### src/rtl/pipeline_hazard_ctrl.sv
// Stall/flush scheduler for the 5-stage pipeline.
//
// Arbitrates three hazard sources in fixed priority:
//   1. data-memory wait (freeze the whole front end, bubble MEM/WB)
//   2. taken branch resolved in MEM (redirect PC, flush IF/ID, ID/EX, EX/MEM)
//   3. load-use (hold PC and IF/ID, bubble ID/EX)
// Control outputs are combinational from the current state and inputs.
// State, the wait counter, the performance counters and the timeout flag are registered.
//
// Ports:
//   clk_i, rst_i                        clock, synchronous active-high reset
//   idex_memread_i, idex_rd_i           load in EX and its destination register
//   ifid_rs1_i, ifid_rs2_i              source registers of the instruction in ID
//   exmem_branch_i, exmem_zero_i        branch resolution in MEM
//   mem_req_i, mem_ready_i              data-memory access request / completion
//   pc_write_o, pc_src_o                PC enable and branch-target select
//   ifid_write_o, ifid_flush_o          IF/ID enable and NOP load
//   idex_bubble_o                       ID/EX control zeroing
//   exmem_write_o, exmem_bubble_o       EX/MEM enable and control zeroing
//   memwb_bubble_o                      MEM/WB control zeroing
//   busy_o                              waiting on data memory
//   stall_cnt_o, flush_cnt_o            cycles with PC held / taken-branch flushes
//   err_timeout_o                       sticky memory-timeout flag
module pipeline_hazard_ctrl #(
  parameter int unsigned CNT_W       = 32,
  parameter int unsigned MEM_TIMEOUT = 64
) (
  input  logic             clk_i,
  input  logic             rst_i,
  input  logic             idex_memread_i,
  input  logic [4:0]       idex_rd_i,
  input  logic [4:0]       ifid_rs1_i,
  input  logic [4:0]       ifid_rs2_i,
  input  logic             exmem_branch_i,
  input  logic             exmem_zero_i,
  input  logic             mem_req_i,
  input  logic             mem_ready_i,
  output logic             pc_write_o,
  output logic             pc_src_o,
  output logic             ifid_write_o,
  output logic             ifid_flush_o,
  output logic             idex_bubble_o,
  output logic             exmem_write_o,
  output logic             exmem_bubble_o,
  output logic             memwb_bubble_o,
  output logic             busy_o,
  output logic [CNT_W-1:0] stall_cnt_o,
  output logic [CNT_W-1:0] flush_cnt_o,
  output logic             err_timeout_o
);

  localparam int unsigned WcntW = $clog2(MEM_TIMEOUT + 1);
  localparam logic [WcntW-1:0] WcntMax = WcntW'(MEM_TIMEOUT);

  typedef enum logic [0:0] {StRun, StMemWait} state_e;

  state_e           state_q, state_d;
  logic [WcntW-1:0] wcnt_q, wcnt_d;
  logic [CNT_W-1:0] stall_cnt_q, stall_cnt_d;
  logic [CNT_W-1:0] flush_cnt_q, flush_cnt_d;
  logic             err_q, err_d;

  logic mem_stall;
  logic br_taken;
  logic load_use;
  logic freeze;
  logic flush_taken;

  assign mem_stall = mem_req_i & ~mem_ready_i;
  assign br_taken  = exmem_branch_i & exmem_zero_i;
  assign load_use  = idex_memread_i & (idex_rd_i != 5'd0) &
                     ((idex_rd_i == ifid_rs1_i) | (idex_rd_i == ifid_rs2_i));

  // Once waiting, the freeze holds until ready even if mem_req_i drops.
  assign freeze = mem_stall | ((state_q == StMemWait) & ~mem_ready_i);

  // Control outputs
  always_comb begin
    pc_write_o     = 1'b1;
    pc_src_o       = 1'b0;
    ifid_write_o   = 1'b1;
    ifid_flush_o   = 1'b0;
    idex_bubble_o  = 1'b0;
    exmem_write_o  = 1'b1;
    exmem_bubble_o = 1'b0;
    memwb_bubble_o = 1'b0;
    flush_taken    = 1'b0;
    if (!rst_i) begin
      if (freeze) begin
        // EX/MEM and ID/EX are frozen, so branch and load-use wait for release.
        pc_write_o     = 1'b0;
        ifid_write_o   = 1'b0;
        exmem_write_o  = 1'b0;
        memwb_bubble_o = 1'b1;
      end else if (br_taken) begin
        // A coincident load-use is dropped: its instruction is flushed anyway.
        pc_src_o       = 1'b1;
        ifid_flush_o   = 1'b1;
        idex_bubble_o  = 1'b1;
        exmem_bubble_o = 1'b1;
        flush_taken    = 1'b1;
      end else if (load_use) begin
        pc_write_o     = 1'b0;
        ifid_write_o   = 1'b0;
        idex_bubble_o  = 1'b1;
      end
    end
  end

  // Next-state, wait counter, perf counters and timeout flag
  always_comb begin
    state_d     = state_q;
    wcnt_d      = wcnt_q;
    err_d       = err_q;
    stall_cnt_d = stall_cnt_q;
    flush_cnt_d = flush_cnt_q;

    unique case (state_q)
      StRun: begin
        if (mem_stall) begin
          state_d = StMemWait;
          wcnt_d  = WcntW'(1);
        end
      end
      StMemWait: begin
        if (mem_ready_i) begin
          state_d = StRun;
          wcnt_d  = '0;
        end else begin
          if (wcnt_q == WcntMax) begin
            err_d = 1'b1;
          end else begin
            wcnt_d = wcnt_q + WcntW'(1);
          end
        end
      end
      default: begin
        state_d = StRun;
        wcnt_d  = '0;
      end
    endcase

    if (!pc_write_o) begin
      stall_cnt_d = stall_cnt_q + CNT_W'(1);
    end
    if (flush_taken) begin
      flush_cnt_d = flush_cnt_q + CNT_W'(1);
    end
  end

  always_ff @(posedge clk_i) begin
    if (rst_i) begin
      state_q     <= StRun;
      wcnt_q      <= '0;
      stall_cnt_q <= '0;
      flush_cnt_q <= '0;
      err_q       <= 1'b0;
    end else begin
      state_q     <= state_d;
      wcnt_q      <= wcnt_d;
      stall_cnt_q <= stall_cnt_d;
      flush_cnt_q <= flush_cnt_d;
      err_q       <= err_d;
    end
  end

  assign busy_o        = (state_q == StMemWait);
  assign stall_cnt_o   = stall_cnt_q;
  assign flush_cnt_o   = flush_cnt_q;
  assign err_timeout_o = err_q;

endmodule

### config.mk
export PLATFORM = sky130hd
export DESIGN_NAME = pipeline_hazard_ctrl
export DESIGN_NICKNAME = d
export VERILOG_FILES = /design/src/rtl/pipeline_hazard_ctrl.sv
export SDC_FILE = /design/constraint.sdc
export NUM_CORES = 1
export LEC_CHECK = 0
export CAP_MARGIN = 20
export CORE_MARGIN = 2
export CORE_UTILIZATION = 37
export CTS_CLUSTER_DIAMETER = 150
export CTS_CLUSTER_SIZE = 10
export DETAILED_ROUTE_END_ITERATION = 7
export DONT_BUFFER_PORTS = 1
export GPL_ROUTABILITY_DRIVEN = 1
export GPL_TIMING_DRIVEN = 0
export SYNTH_ARGS = -nofsm -noshare
export SYNTH_HDL_FRONTEND = slang
export SYNTH_SLANG_ARGS = --single-unit
export TNS_END_PERCENT = 1
### constraint.sdc
create_clock -name clk_i -period 2.3 [get_ports clk_i]
set_input_delay 0.46 -clock clk_i [delete_from_list [all_inputs] [get_ports clk_i]]
set_output_delay 0.46 -clock clk_i [all_outputs]
set_load 0.01 [all_outputs]
==> metrics.md <==
| Metric | Value |
|---|---|
| Outcome | finished with violations |
| Failing checks | negative setup slack |
| Largest net degree at the start of global routing | 13 |
| Synth warnings | 0 |
| Max cap viols | 0 |
| Syn Nets | 470 |
| Final nets | 484 |
| Post-synth ARST share | 0% |
| Fin. Hold Viols | 0 |
| Die W | 103 µm |
| Vias in the first global route | 2970 |
| Routability cong. | 0.803 |
| Syn Area/Cell | 8.19 µm² |
| Hold-fix buffer count after cts | 0 |
| Clk slew on worst S/H paths | 0.08 ns |
| Clock Tree Buf Depth | 2 |
| Power Density | 627 mW/mm² |
| Startpoint types | register |
| Unrepaired setup endpoints after global routing | yes |
| Pre-CTS WS | -0.874 ns |
| R2R depth | 7 |
| Remaining antenna violation count | 0 |
| Number of I/O port buffers | 0 |
| Top FF cell, synth | dfxtp_1 |
| Vias per cell | 5.56 |
| Detailed-route via count | 3313 |
| Hold Path Class | in2reg |
| Hold Slack | 0.308 ns |
| Yosys cell types | 43 |
| Final setup viols | 3 |
| Die Y-Extent | 103 µm |
| CTS tree | built |
| Period minus WS final | 2.40 ns |
| Slew Viols, Final | 0 |
| GR Overflow Total | 0 |
| Measured slew at the worst slew-check pin | 0.566 ns |
| # rows | 36 |
| Setup Skew | 0.0120 ns |
| CP max FO | 7 |
| Clk Latency, worst-skew pair | 0.35 ns |
| WL/cell | 16.2 µm |
| Critical Path, Cell by Cell | and4_4 -> nand2_4 -> or4_4 -> buf_6 -> or3_4 -> or4_1 -> a21oi_1 |
| Die ar. | 0.0106 mm² |
| Sequential element share of the synthesized area | 40.2% |
| Crit path max-delay family | simple AND/OR/NAND/NOR gates |
| Crit path to | stall_cnt_o[31] |
| Period Utilization, post-route | 104% |
| Final HPWL DP | 6.88 mm |
| Critical path depth | 7 |
| Worst reg2reg path endpoint | stall_cnt_o[31] |
| R2r setup slk | -0.10 ns |
| Clk sinks | 73 |
| Clk root buf | clkbuf_8 |
| Initial Util | 37.7% |
| Critical Path Start | stall_cnt_o[15] |
| Fin Setup TNS | -0.172 ns |
| Kind of critical path | reg2reg |
| First-pass GRT wire length | 14.4 mm |
| I/O pin cnt | 96 |
| Cts bufs inserted | 9 |
| Post-synth EDFFs | 0 |
| Number of DRC markers in iteration 0 | 130 |
| Fillers | 994 |
| Cells after synthesis | 444 |
| GRT Overall Usage | 17.6% |
| H-Tree Depth | 3 |
| Final core occ | 44.1% |
| Critical Path AT | 2.68 ns |
| Rel. slew slack | 62.3% |
| Synth-to-Final Area Change | 17.0% |
| Final worst slack | -0.102 ns |
| Seq cells post-synth | 73 |
| WP data required | 2.58 ns |
| Reg2reg start | stall_cnt_o[15] |
| Fraction of layout cells with a size suffix above 1 | 14.3% |
| CP peak stage delay | 0.52 ns |
| Worst path slowest cell | or4_4 |
| Initial antenna violation count | 0 |
| Max Freq | 0.416 GHz |
| Crit. End Element | register |
| Detailed Routing Iterations Pass 1 | 4 |
| Core Box Area | 0.00964 mm² |
| DRC | 0 |
| Cell leakage power | 0.00127 µW |
| Ant. Diodes | 0 |
| Mapped cell area | 0.00364 mm² |
| Final WL | 9.65 mm |
| Worst IR Drop VDD | 307 µV |
| Bufs and invs on worst path | 1 |
layout make-up:
type / count / area [µm²] / area share [%]
multi-input cells: 332 / 2140 / 50.2
flip-flops and latches: 73 / 1500 / 35.2
well taps: 133 / 166 / 3.91
clock buffers: 12 / 155 / 3.65
plain buffers: 20 / 103 / 2.41
clock inverters: 4 / 98.8 / 2.32
inverters: 18 / 67.6 / 1.59
repair buffers: 4 / 30.0 / 0.706
layout by cell type (no fill, tap or decap), types with 9 or more instances in the layout:
master,synthesis,final
dfxtp_1,73,61
nor2_1,49,49
a21oi_1,41,40
xnor2_1,30,30
nand2_1,30,29
o21ai_0,24,22
or3_1,22,22
nand3_1,18,18
inv_1,18,18
nand4_1,18,18
or4_1,17,16
o31ai_1,16,15
clkbuf_1,16,11
clkbuf_8,0,11
xor2_1,9,9
how the worst min path moves through the flow:
stage,start,end,cells past startpoint
6_report,mem_req_i,busy_o,2
3_3_place_gp,wcnt_q[6],wcnt_q[6],2
2_1_floorplan,wcnt_q[6],wcnt_q[6],2
3_5_place_dp,wcnt_q[6],wcnt_q[6],2
5_1_grt,mem_req_i,busy_o,2
4_1_cts,mem_ready_i,wcnt_q[0],3
cell usage after synthesis, types with 4 or more instances:
cell type  instances  area share [%]
inv_1             18             1.9
or4_1             17             3.5
nor3_1             5            0.69
o31ai_1           16             3.3
or3_1             22             3.8
nor2_1            49             5.1
nor4_1             5            0.86
and4_1             7             1.7
a21oi_1           41             5.6
dfxtp_1           73              40
nand2_1           30             3.1
o21ai_0           24             3.3
xor2_1             9             2.2
nand2b_1           5            0.86
nor2b_1            4            0.69
nand4_1           18             3.1
ha_1               4             1.4
xnor2_1           30             7.2
clkbuf_1          16             1.7
nand3_1           18             2.5
flip-flops by register name, indices dropped and copies added (netlist names):
register,cells
stall_cnt_o,32
busy_o,1
flush_cnt_o,32
wcnt_q,7
err_timeout_o,1
through the flow:
stage | area (µm²) | std cells | total power, µW
floorplan | 3670 | 444 | 1390
global placement | 3840 | 577 | 1420
detailed placement | 3840 | 577 | 1420
CTS | 4170 | 594 | 2690
global route | 4260 | 596 | 2770
finish | 4260 | 596 | 2670
worst register-to-register path: stages (launching register included):
cell and delay, ns:
dfxtp_4 0.40, and4_4 0.25, nand2_4 0.06, or4_4 0.52
buf_6 0.14, or3_4 0.37, or4_1 0.47, a21oi_1 0.13
what timing repair did:
action,CTS,global route
pin swaps,6,7
endpoints found under the setup margin,52,53
buffers inserted,2,2
resized for setup,20,19
cloned,0,0
endpoints found under the hold margin,0,0
where the power goes:
group | switching [µW] | total (µW) | internal, µW
clock | 494 | 1280 | 783
combinational | 72.5 | 116 | 43.5
sequential | 13.6 | 1270 | 1260
per-layer routing:
| layer | track usage, % | share of wire [%] | up-vias |
|---|---|---|---|
| li1 | - | - | 1634 |
| met1 | 21.5 | 43 | 1566 |
| met2 | 28.1 | 48 | 103 |
| met3 | 5.97 | 7.2 | 10 |
| met4 | 8.10 | 1.7 | 0 |
| met5 | 0 | 0 | - |
logic make-up after synthesis:
group           after synthesis  share of synthesized area [%]
compound gates               92                           14.7
xor+xnor                     39                           9.39
mux                           2                          0.585
simple gates                195                           29.4
fa+ha+maj                     4                           1.38
buf+inv                      39                           4.37
flops                        73                           40.2
Note: power is estimated with default switching activity, not from simulation.
